[src/rtl/lsu_pkg.sv]
// lsu_pkg: types and constants shared by the load/store controller and the
// data memory.
//   - lsu_state_e       : controller state encoding
//   - DATA_W / ADDR_W   : data and word-address widths
//   - MEM_WORDS_DEFAULT : data memory depth in 32-bit words
//   - CNT_W             : width of the read-latency wait counter (READ_LAT <= 4)
//   - addr_in_range()   : unsigned full-width legality check for a word address
package lsu_pkg;

    localparam int DATA_W            = 32;
    localparam int ADDR_W            = 32;
    localparam int MEM_WORDS_DEFAULT = 6536;
    localparam int CNT_W             = 2;

    typedef enum logic [2:0] {
        IDLE     = 3'd0,
        ACCESS   = 3'd1,
        WAIT     = 3'd2,
        CAPTURE  = 3'd3,
        RESP     = 3'd4,
        ERR_RESP = 3'd5
    } lsu_state_e;

    // An address equal to the depth is already outside the memory.
    function automatic logic addr_in_range(input logic [ADDR_W-1:0] addr,
                                           input logic [ADDR_W-1:0] words);
        return (addr < words);
    endfunction

endpackage

[src/rtl/lsu_wait_counter.sv]
// lsu_wait_counter: down-counter that times the memory read latency.
//   clock    in  rising-edge clock
//   reset    in  synchronous active-high reset, clears the count
//   load     in  load load_val on the next edge
//   load_val in  value to load (READ_LAT-1)
//   done     out count is zero
module lsu_wait_counter
    import lsu_pkg::*;
#(
    parameter int W = CNT_W
) (
    input  logic         clock,
    input  logic         reset,
    input  logic         load,
    input  logic [W-1:0] load_val,
    output logic         done
);

    logic [W-1:0] count_r;

    // Load on request, otherwise count down and park at zero
    always_ff @(posedge clock) begin
        if (reset) begin
            count_r <= W'(0);
        end else if (load) begin
            count_r <= load_val;
        end else if (count_r != W'(0)) begin
            count_r <= count_r - W'(1);
        end else begin
            count_r <= count_r;
        end
    end

    assign done = (count_r == W'(0));

endmodule

[src/rtl/lsu_ctrl.sv]
// lsu_ctrl: load/store initiator for the single-port word-addressed data memory.
//   Parameters: MEM_WORDS (memory depth in words), READ_LAT (1..4 edges from a
//   sampled read strobe to valid read data).
//   clock, reset                         rising-edge clock, sync active-high reset
//   req_valid/req_ready/req_write/
//   req_addr/req_wdata                   request channel (valid/ready)
//   resp_valid/resp_ready/resp_rdata/
//   resp_err                             response channel (valid/ready)
//   stall                                busy, state != IDLE
//   mem_read/mem_write/mem_address/
//   mem_datain/mem_dataout               memory port (read data registered in memory)
module lsu_ctrl
    import lsu_pkg::*;
#(
    parameter int MEM_WORDS = MEM_WORDS_DEFAULT,
    parameter int READ_LAT  = 1
) (
    input  logic              clock,
    input  logic              reset,
    input  logic              req_valid,
    output logic              req_ready,
    input  logic              req_write,
    input  logic [ADDR_W-1:0] req_addr,
    input  logic [DATA_W-1:0] req_wdata,
    output logic              resp_valid,
    input  logic              resp_ready,
    output logic [DATA_W-1:0] resp_rdata,
    output logic              resp_err,
    output logic              stall,
    output logic              mem_read,
    output logic              mem_write,
    output logic [ADDR_W-1:0] mem_address,
    output logic [DATA_W-1:0] mem_datain,
    input  logic [DATA_W-1:0] mem_dataout
);

    localparam logic [ADDR_W-1:0] MEM_WORDS_C = ADDR_W'(MEM_WORDS);
    localparam logic [CNT_W-1:0]  WAIT_LOAD_C = CNT_W'(READ_LAT - 1);

    lsu_state_e        state_r;
    lsu_state_e        next_state_s;
    logic              wr_r;
    logic              req_ready_s;
    logic              accept_s;
    logic              enter_access_s;
    logic              wait_done_s;

    logic              resp_valid_r;
    logic              resp_err_r;
    logic [DATA_W-1:0] resp_rdata_r;
    logic              mem_read_r;
    logic              mem_write_r;
    logic [ADDR_W-1:0] mem_address_r;
    logic [DATA_W-1:0] mem_datain_r;

    logic              resp_valid_next_s;
    logic              resp_err_next_s;
    logic [DATA_W-1:0] resp_rdata_next_s;
    logic              mem_read_next_s;
    logic              mem_write_next_s;
    logic [ADDR_W-1:0] mem_address_next_s;
    logic [DATA_W-1:0] mem_datain_next_s;

    assign req_ready_s    = (state_r == IDLE) && !reset;
    assign accept_s       = req_valid && req_ready_s;
    // ACCESS is only reachable from IDLE through an in-range accept.
    assign enter_access_s = (next_state_s == ACCESS);

    // Counter is loaded as ACCESS starts, so it has already stepped once by
    // the first WAIT cycle and WAIT lasts exactly READ_LAT-1 cycles.
    lsu_wait_counter #(
        .W (CNT_W)
    ) u_wait_counter (
        .clock    (clock),
        .reset    (reset),
        .load     (enter_access_s),
        .load_val (WAIT_LOAD_C),
        .done     (wait_done_s)
    );

    // State register plus the captured request direction
    always_ff @(posedge clock) begin
        if (reset) begin
            state_r <= IDLE;
            wr_r    <= 1'b0;
        end else begin
            state_r <= next_state_s;
            wr_r    <= accept_s ? req_write : wr_r;
        end
    end

    // Next-state decode
    always_comb begin
        next_state_s = state_r;
        case (state_r)
            IDLE: begin
                if (accept_s) begin
                    if (addr_in_range(req_addr, MEM_WORDS_C)) begin
                        next_state_s = ACCESS;
                    end else begin
                        next_state_s = ERR_RESP;
                    end
                end else begin
                    next_state_s = IDLE;
                end
            end
            ACCESS: begin
                if (wr_r) begin
                    next_state_s = RESP;
                end else if (READ_LAT > 1) begin
                    next_state_s = WAIT;
                end else begin
                    next_state_s = CAPTURE;
                end
            end
            WAIT: begin
                if (wait_done_s) begin
                    next_state_s = CAPTURE;
                end else begin
                    next_state_s = WAIT;
                end
            end
            CAPTURE: begin
                next_state_s = RESP;
            end
            RESP, ERR_RESP: begin
                if (resp_ready) begin
                    next_state_s = IDLE;
                end else begin
                    next_state_s = state_r;
                end
            end
            default: begin
                next_state_s = IDLE;
            end
        endcase
    end

    // Output decode: next values of the registered outputs, looked ahead from
    // the next state so strobes and responses line up with their states
    always_comb begin
        mem_read_next_s    = enter_access_s && !req_write;
        mem_write_next_s   = enter_access_s && req_write;
        mem_address_next_s = mem_address_r;
        mem_datain_next_s  = mem_datain_r;
        resp_valid_next_s  = (next_state_s == RESP) || (next_state_s == ERR_RESP);
        resp_err_next_s    = (next_state_s == ERR_RESP);
        resp_rdata_next_s  = resp_rdata_r;

        if (enter_access_s) begin
            mem_address_next_s = req_addr;
            mem_datain_next_s  = req_wdata;
        end else begin
            mem_address_next_s = mem_address_r;
            mem_datain_next_s  = mem_datain_r;
        end

        if (state_r == CAPTURE) begin
            resp_rdata_next_s = mem_dataout;
        end else if ((next_state_s == ERR_RESP) ||
                     ((state_r == ACCESS) && (next_state_s == RESP))) begin
            resp_rdata_next_s = {DATA_W{1'b0}};
        end else begin
            resp_rdata_next_s = resp_rdata_r;
        end
    end

    // Output registers
    always_ff @(posedge clock) begin
        if (reset) begin
            resp_valid_r  <= 1'b0;
            resp_err_r    <= 1'b0;
            resp_rdata_r  <= {DATA_W{1'b0}};
            mem_read_r    <= 1'b0;
            mem_write_r   <= 1'b0;
            mem_address_r <= {ADDR_W{1'b0}};
            mem_datain_r  <= {DATA_W{1'b0}};
        end else begin
            resp_valid_r  <= resp_valid_next_s;
            resp_err_r    <= resp_err_next_s;
            resp_rdata_r  <= resp_rdata_next_s;
            mem_read_r    <= mem_read_next_s;
            mem_write_r   <= mem_write_next_s;
            mem_address_r <= mem_address_next_s;
            mem_datain_r  <= mem_datain_next_s;
        end
    end

    assign req_ready   = req_ready_s;
    assign stall       = (state_r != IDLE);
    assign resp_valid  = resp_valid_r;
    assign resp_err    = resp_err_r;
    assign resp_rdata  = resp_rdata_r;
    assign mem_read    = mem_read_r;
    assign mem_write   = mem_write_r;
    assign mem_address = mem_address_r;
    assign mem_datain  = mem_datain_r;

endmodule
[config.mk]
export PLATFORM = sky130hd
export DESIGN_NAME = lsu_ctrl
export DESIGN_NICKNAME = d
export VERILOG_FILES = /design/src/rtl/lsu_pkg.sv /design/src/rtl/lsu_wait_counter.sv /design/src/rtl/lsu_ctrl.sv
export SDC_FILE = /design/constraint.sdc
export NUM_CORES = 1
export LEC_CHECK = 0
export BUFFER_PORTS_ARGS = -buffer_cell sky130_fd_sc_hd__buf_2
export CORE_UTILIZATION = 48
export CTS_CLUSTER_SIZE = 8
export DETAILED_ROUTE_END_ITERATION = 16
export PLACE_DENSITY = 0.87
export SYNTH_ARGS = -nofsm -noshare
export SYNTH_HDL_FRONTEND = slang
export SYNTH_HIERARCHICAL = 1
export SYNTH_SLANG_ARGS = --single-unit
[constraint.sdc]
create_clock -name clock -period 4.2 [get_ports clock]
set_input_delay 0.84 -clock clock [delete_from_list [all_inputs] [get_ports clock]]
set_output_delay 0.84 -clock clock [all_outputs]
set_load 0.01 [all_outputs]
# [After elaboration in Yosys (flattened, before gate mapping)]
# Cells that the tools add are included.
[classes] n_bitwise=0 n_reduce_logical=16 n_eq_ne=8 magnitude_cmp=1 div_mod_pow=0 n_mul=0 n_shift=0 add_sub_neg=1 mux=8
[op_table] operator="32-bit two-way mux" count=2
[op_table] operator="32-bit by 13-bit < comparator with 1-bit output (second input constant)" count=1
[op_table] operator="3-bit case mux with 5 select lines" count=1
[op_table] operator="3-bit equality test (second input constant)" count=4
[op_table] operator="3-bit two-way mux" count=4
[op_table] operator="3-bit by 1-bit equality test with 1-bit output (second input constant)" count=2
[op_table] operator="3-bit by 2-bit equality test with 1-bit output (second input constant)" count=2
[op_table] operator="1-bit logical AND" count=5
[op_table] operator="2-bit nonzero test" count=2
[op_table] operator="2-bit OR reduction" count=2
[op_table] operator="3-bit logical NOT" count=1
[op_table] operator="3-bit nonzero test" count=1
[op_table] operator="1-bit logical NOT" count=2
[op_table] operator="2-bit logical NOT" count=1
[op_table] operator="1-bit logical OR" count=2
[op_table] operator="2-bit by 1-bit subtractor with 2-bit output (second input constant)" count=1
[op_table] operator="1-bit two-way mux" count=1
[totals] latchBits=0 wordCells=44 rom_bits=0 ff_bits=106 output_inout_bits=102 memories=0 mem_bits_rw=0

# [Longest topological paths before layout]
[logic_depth] depth_word=10 mapped_depth=8 mapped_depth_nobuf=6

# [Modules after synthesis]
# Netlist, hierarchy kept.
[modules_own_cells] module="lsu_ctrl" instances=1 area_each_um2=3627.2 cells_per_inst=433 seq_area_each_um2=2082.0
[modules_own_cells] module="lsu_wait_counter" instances=1 area_each_um2=121.4 cells_per_inst=12 seq_area_each_um2=40.0

# [Least setup slack after synthesis]
# No wires, ideal clock.
[synth_timing] path_kind="input-to-reg" from="input req_addr[19]" to="register mem_address_r[21], in the netlist mem_address[21]" t_arrival_ns=2.063 stages=7 setup_slack_ns=2.022 required_time_ns=4.085 cell_sequence="nor4_1 nand3_1 nor4_4 buf_6 nor2_2 buf_6 and2_1"
[synth_via] elab_chain_cells=5
[synth_lines] item="start: declaration" line_no="lsu_ctrl.sv:23" rtl="input logic [ADDR_W-1:0] req_addr,"
[synth_lines] item="32-bit by 13-bit < comparator with 1-bit output" line_no="lsu_pkg.sv:27" rtl="return (addr < words);"
[synth_lines] item="3-bit two-way mux" line_no="lsu_ctrl.sv:98" rtl="if (addr_in_range(req_addr, MEM_WORDS_C)) begin"
[synth_lines] item="3-bit two-way mux" line_no="lsu_ctrl.sv:97" rtl="if (accept_s) begin"
[synth_lines] item="3-bit case mux with 5 select lines" line_no="lsu_ctrl.sv:95" rtl="case (state_r)"
[synth_lines] item="3-bit by 1-bit equality test with 1-bit output" line_no="lsu_ctrl.sv:67" rtl="assign enter_access_s = (next_state_s == ACCESS);"
[synth_lines] item="end signal: assignment" line_no="lsu_ctrl.sv:176" rtl="mem_address_r <= {ADDR_W{1'b0}};"
[synth_lines] item="end signal: assignment" line_no="lsu_ctrl.sv:184" rtl="mem_address_r <= mem_address_next_s;"
[synth_lines] item="end: declaration" line_no="lsu_ctrl.sv:53" rtl="logic [ADDR_W-1:0] mem_address_r;"
# No other way between the ends.
# A chain may end at the register's enable or synchronous reset.

# [Worst setup path after layout]
[layout_timing] from="input reset" to="register resp_rdata_r[2], in the netlist resp_rdata[2]"
[layout_via] elab_chain_cells=9 elab_cells_between_ends=10 cone_classes="eq/ne (2); mux (2); reduce/logical (6)"
[layout_lines] item="start: declaration" line_no="lsu_ctrl.sv:19" rtl="input logic reset,"
[layout_lines] item="1-bit logical NOT" line_no="lsu_ctrl.sv:64" rtl="assign req_ready_s = (state_r == IDLE) && !reset;"
[layout_lines] item="1-bit logical AND" line_no="lsu_ctrl.sv:64"
[layout_lines] item="1-bit logical AND" line_no="lsu_ctrl.sv:65" rtl="assign accept_s = req_valid && req_ready_s;"
[layout_lines] item="3-bit two-way mux" line_no="lsu_ctrl.sv:97"
[layout_lines] item="3-bit case mux with 5 select lines" line_no="lsu_ctrl.sv:95"
[layout_lines] item="3-bit equality test" line_no="lsu_ctrl.sv:161" rtl="((state_r == ACCESS) && (next_state_s == RESP))) begin"
[layout_lines] item="1-bit logical AND" line_no="lsu_ctrl.sv:161"
[layout_lines] item="1-bit logical OR" line_no="lsu_ctrl.sv:160" rtl="end else if ((next_state_s == ERR_RESP) ||"
[layout_lines] item="2-bit nonzero test (no line)"
[layout_lines] item="end signal: assignment" line_no="lsu_ctrl.sv:173" rtl="resp_rdata_r <= {DATA_W{1'b0}};"
[layout_lines] item="end signal: assignment" line_no="lsu_ctrl.sv:181" rtl="resp_rdata_r <= resp_rdata_next_s;"
[layout_lines] item="end: declaration" line_no="lsu_ctrl.sv:50" rtl="logic [DATA_W-1:0] resp_rdata_r;"
# Several ways; a longest one is shown, not always the timed one.

==> metrics.md <==
| Metric | Value |
|---|---|
| GRT Overall Usage | 0.2325 |
| Largest area contributor in the netlist | sky130_fd_sc_hd__dfxtp_1 |
| Number of buffers added by the clock tree synthesis step | 9 |
| Startpoint Class | input pin |
| DR WL/cell | 12.54 µm |
| Wire length of the first global-routing pass | 15,330 µm |
| CTS Hold Buffers Added | 0 |
| Number of synthesized flops with an enable pin | 0 |
| Area taken by multi-input logic gates | 1479 µm² |
| Detailed Route WL | 9253 µm |
| Number of distinct library cells after synthesis | 37 |
| Total number of yosys warnings | 6 |
| Count of pins over their slew limit | 0 |
| H-Tree Level Count | 3 |
| Proportion of layout cells with a drive suffix above 1 | 0.3552 |
| Gate count after technology mapping | 445 |
| Number of global-route vias before repair | 3,413 |
| Required time worst endpoint | 4.38 ns |
| Buffer depth of the longest clock path | 2 |
| Sum Neg Setup Slack | 0 ns |
| Min-delay worst type | flip-flop to flip-flop |
| Placement Rows | 31 |
| Type of the setup path with the least slack | input pin to flip-flop |
| Total power | 1.828 mW |
| Max Clock Skew | 0.01058 ns |
| End-of-flow core utilization | 0.6727 |
| Final critical path time including I/O delays and setup | 2.895 ns |
| Most common flop cell mapped by yosys | sky130_fd_sc_hd__dfxtp_1 |
| Antenna violations before repair | 0 |
| Relative max-transition margin | 0.2223 |
| Critical path capture point type | flip-flop |
| Number of DRC markers after the initial detailed-route iteration | 120 |
| Width of the chip | 90.37 µm |
| Fraction of registers with async set or reset after synthesis | 0 |
| Largest net degree at the start of global routing | 54 |
| RSZ-0062 raised after global routing | no |
| Final clock period utilization by the worst path | 0.6893 |
| Max FO, Critical Path | 48 |
| Worst slack, placed | 0.9413 ns |
| PostCTS Resize Cnt | 0 |
| Total iterations of the first detailed-routing run | 4 |
| Filler Cell Count | 647 |
| Setup WS post-layout | 1.305 ns |
| Synthesized area per cell | 8.424 µm² |
| Fmax achieved | 345.4 MHz |
| DRC Markers | 0 |
| Synth Register Bits | 106 |
| Data arrival time at the worst-slack endpoint | 3.07 ns |
| Status | finished clean |
| Vias after detailed routing | 3,545 |
| Die extent in y | 90.37 µm |
| Antenna Diode Count | 0 |
| Number of nets in the layout | 738 |
| TritonCTS Sinks | 106 |
| Slew at the pin with the worst max-slew slack | 1.165 ns |
| Most frequent cell after synthesis | sky130_fd_sc_hd__nand2_1 |
| Buffer cell driving the clock tree root | sky130_fd_sc_hd__clkbuf_8 |
| CTS tree | done |
| Number of vias per cell after detailed routing | 4.804 |
| Power density of the placed cells | 366.7 nW/µm² |
| Worst-case vdd ir drop | 0.0001923 V |
| Final Hold Viols | 0 |
| Number of nets with antenna violations after routing | 0 |
| Total overflow reported by the global router | 0 |
| Die Footprint | 8167 µm² |
| Final count of negative-setup-slack endpoints | 0 |
| # port buffers | 202 |
| Post-synth top cells | sky130_fd_sc_hd__nand2_1 (159), sky130_fd_sc_hd__dfxtp_1 (106), sky130_fd_sc_hd__o21ai_0 (80) |
| Max-capacitance violation count | 0 |
| Post-CTS setup buffer count | 0 |
| HPWL after detailed placement | 6936 µm |
| Final worst hold slack | 0.4589 ns |
| Worst-Skew Late Latency | 0.35 ns |
| Combined area of all synthesized cells | 3749 µm² |
| Area of the core | 7408 µm² |
| P&R area growth vs syn | 32.94% |
| Area share of the largest cell type after synthesis | 0.5661 |
| Flip-flop and latch area | 2122 µm² |
| Post-synthesis sequential area ratio | 0.5661 |
| Leakage | 2.320 nW |
| GPL Wtd Cong | 0.8665 |
| Starting utilization of the core area | 0.5060 |
| Number of ports placed on the die boundary | 203 |
| Clock input transition at the sequential cells of the worst setup and hold paths | 0.09 ns |
| Leading post-synthesis cells by cell area | sky130_fd_sc_hd__dfxtp_1 (57%), sky130_fd_sc_hd__nand2_1 (16%), sky130_fd_sc_hd__o21ai_0 (11%), sky130_fd_sc_hd__and2_1 (3.5%), sky130_fd_sc_hd__clkbuf_1 (1.5%) |
==> per-stage QoR <==
step / std cells / instance area (µm²)
2_1_floorplan: 446 / 3752
3_3_place_gp: 724 / 4810
3_5_place_dp: 724 / 4810
4_1_cts: 738 / 4984
5_1_grt: 738 / 4984
6_report: 738 / 4984
==> final cells by class <==
cell class | count | share of cell area
clock inverter | 3 | 0.008536
clock buffer | 11 | 0.02636
timing repair buffer | 206 | 0.2139
sequential | 106 | 0.4258
tap | 99 | 0.02486
inverter | 5 | 0.003766
multi-input combinational | 308 | 0.2968
==> cells in the final DEF (no fill, tap or decap), types with 3 or more instances in the layout <==
cell,n
sky130_fd_sc_hd__a21oi_1,3
sky130_fd_sc_hd__and2_1,21
sky130_fd_sc_hd__buf_2,202
sky130_fd_sc_hd__clkbuf_8,9
sky130_fd_sc_hd__dfxtp_1,106
sky130_fd_sc_hd__inv_1,5
sky130_fd_sc_hd__nand2_1,159
sky130_fd_sc_hd__nor2_1,6
sky130_fd_sc_hd__nor2b_1,3
sky130_fd_sc_hd__nor3_1,5
sky130_fd_sc_hd__nor4_1,5
sky130_fd_sc_hd__o21ai_0,80
==> worst max-delay path: stages <==
cell and delay, ns:
sky130_fd_sc_hd__buf_2 0.18, sky130_fd_sc_hd__inv_1 0.13, sky130_fd_sc_hd__buf_4 0.43, sky130_fd_sc_hd__a21oi_1 0.12, sky130_fd_sc_hd__o31a_1 0.26, sky130_fd_sc_hd__a21oi_2 0.80, sky130_fd_sc_hd__o21ai_0 0.29
==> kinds of logic after synthesis <==
group,share of synthesized area
muxes,0.002670
xor gates and xnor gates,0.002337
DFF,0.5661
other,0.001000
adders and majority gates,0.003337
AOI/OAI and AO/OA,0.1312
and+or+nand+nor,0.2507
buffers and inverters,0.04272
==> per-layer routing <==
layer  wire length [µm]  GRT usage
met5                  0          0
met4                247     0.1116
met3                566    0.04630
met2               4582     0.3957
met1               3857     0.2812
==> flip-flops by register name, indices dropped and copies added, names as in the netlist <==
signal and count:
wr_r 1, mem_write 1, resp_err 1, mem_datain 32, u_wait_counter/count_r 2, resp_valid 1, resp_rdata 32, state_r 3
mem_read 1, mem_address 32
==> report_power, final <==
part           leakage (nW)  switching (mW)  internal, mW
Sequential            0.855          0.0183          1.02
Combinational          1.38           0.110        0.0916
Clock                0.0853           0.314         0.269
==> path summary, 6_finish.rpt <==
check                                     start               to  slack [ns]  cells past startpoint
worst max-delay path                      reset    resp_rdata[2]        1.31                      7
worst min-delay path            mem_address[30]  mem_address[30]        0.46                      1
worst max register to register       state_r[1]    resp_rdata[2]        1.47                      5
worst min register to register  mem_address[30]  mem_address[30]        0.46                      1
No activity file was read; power rests on OpenSTA's default activity.
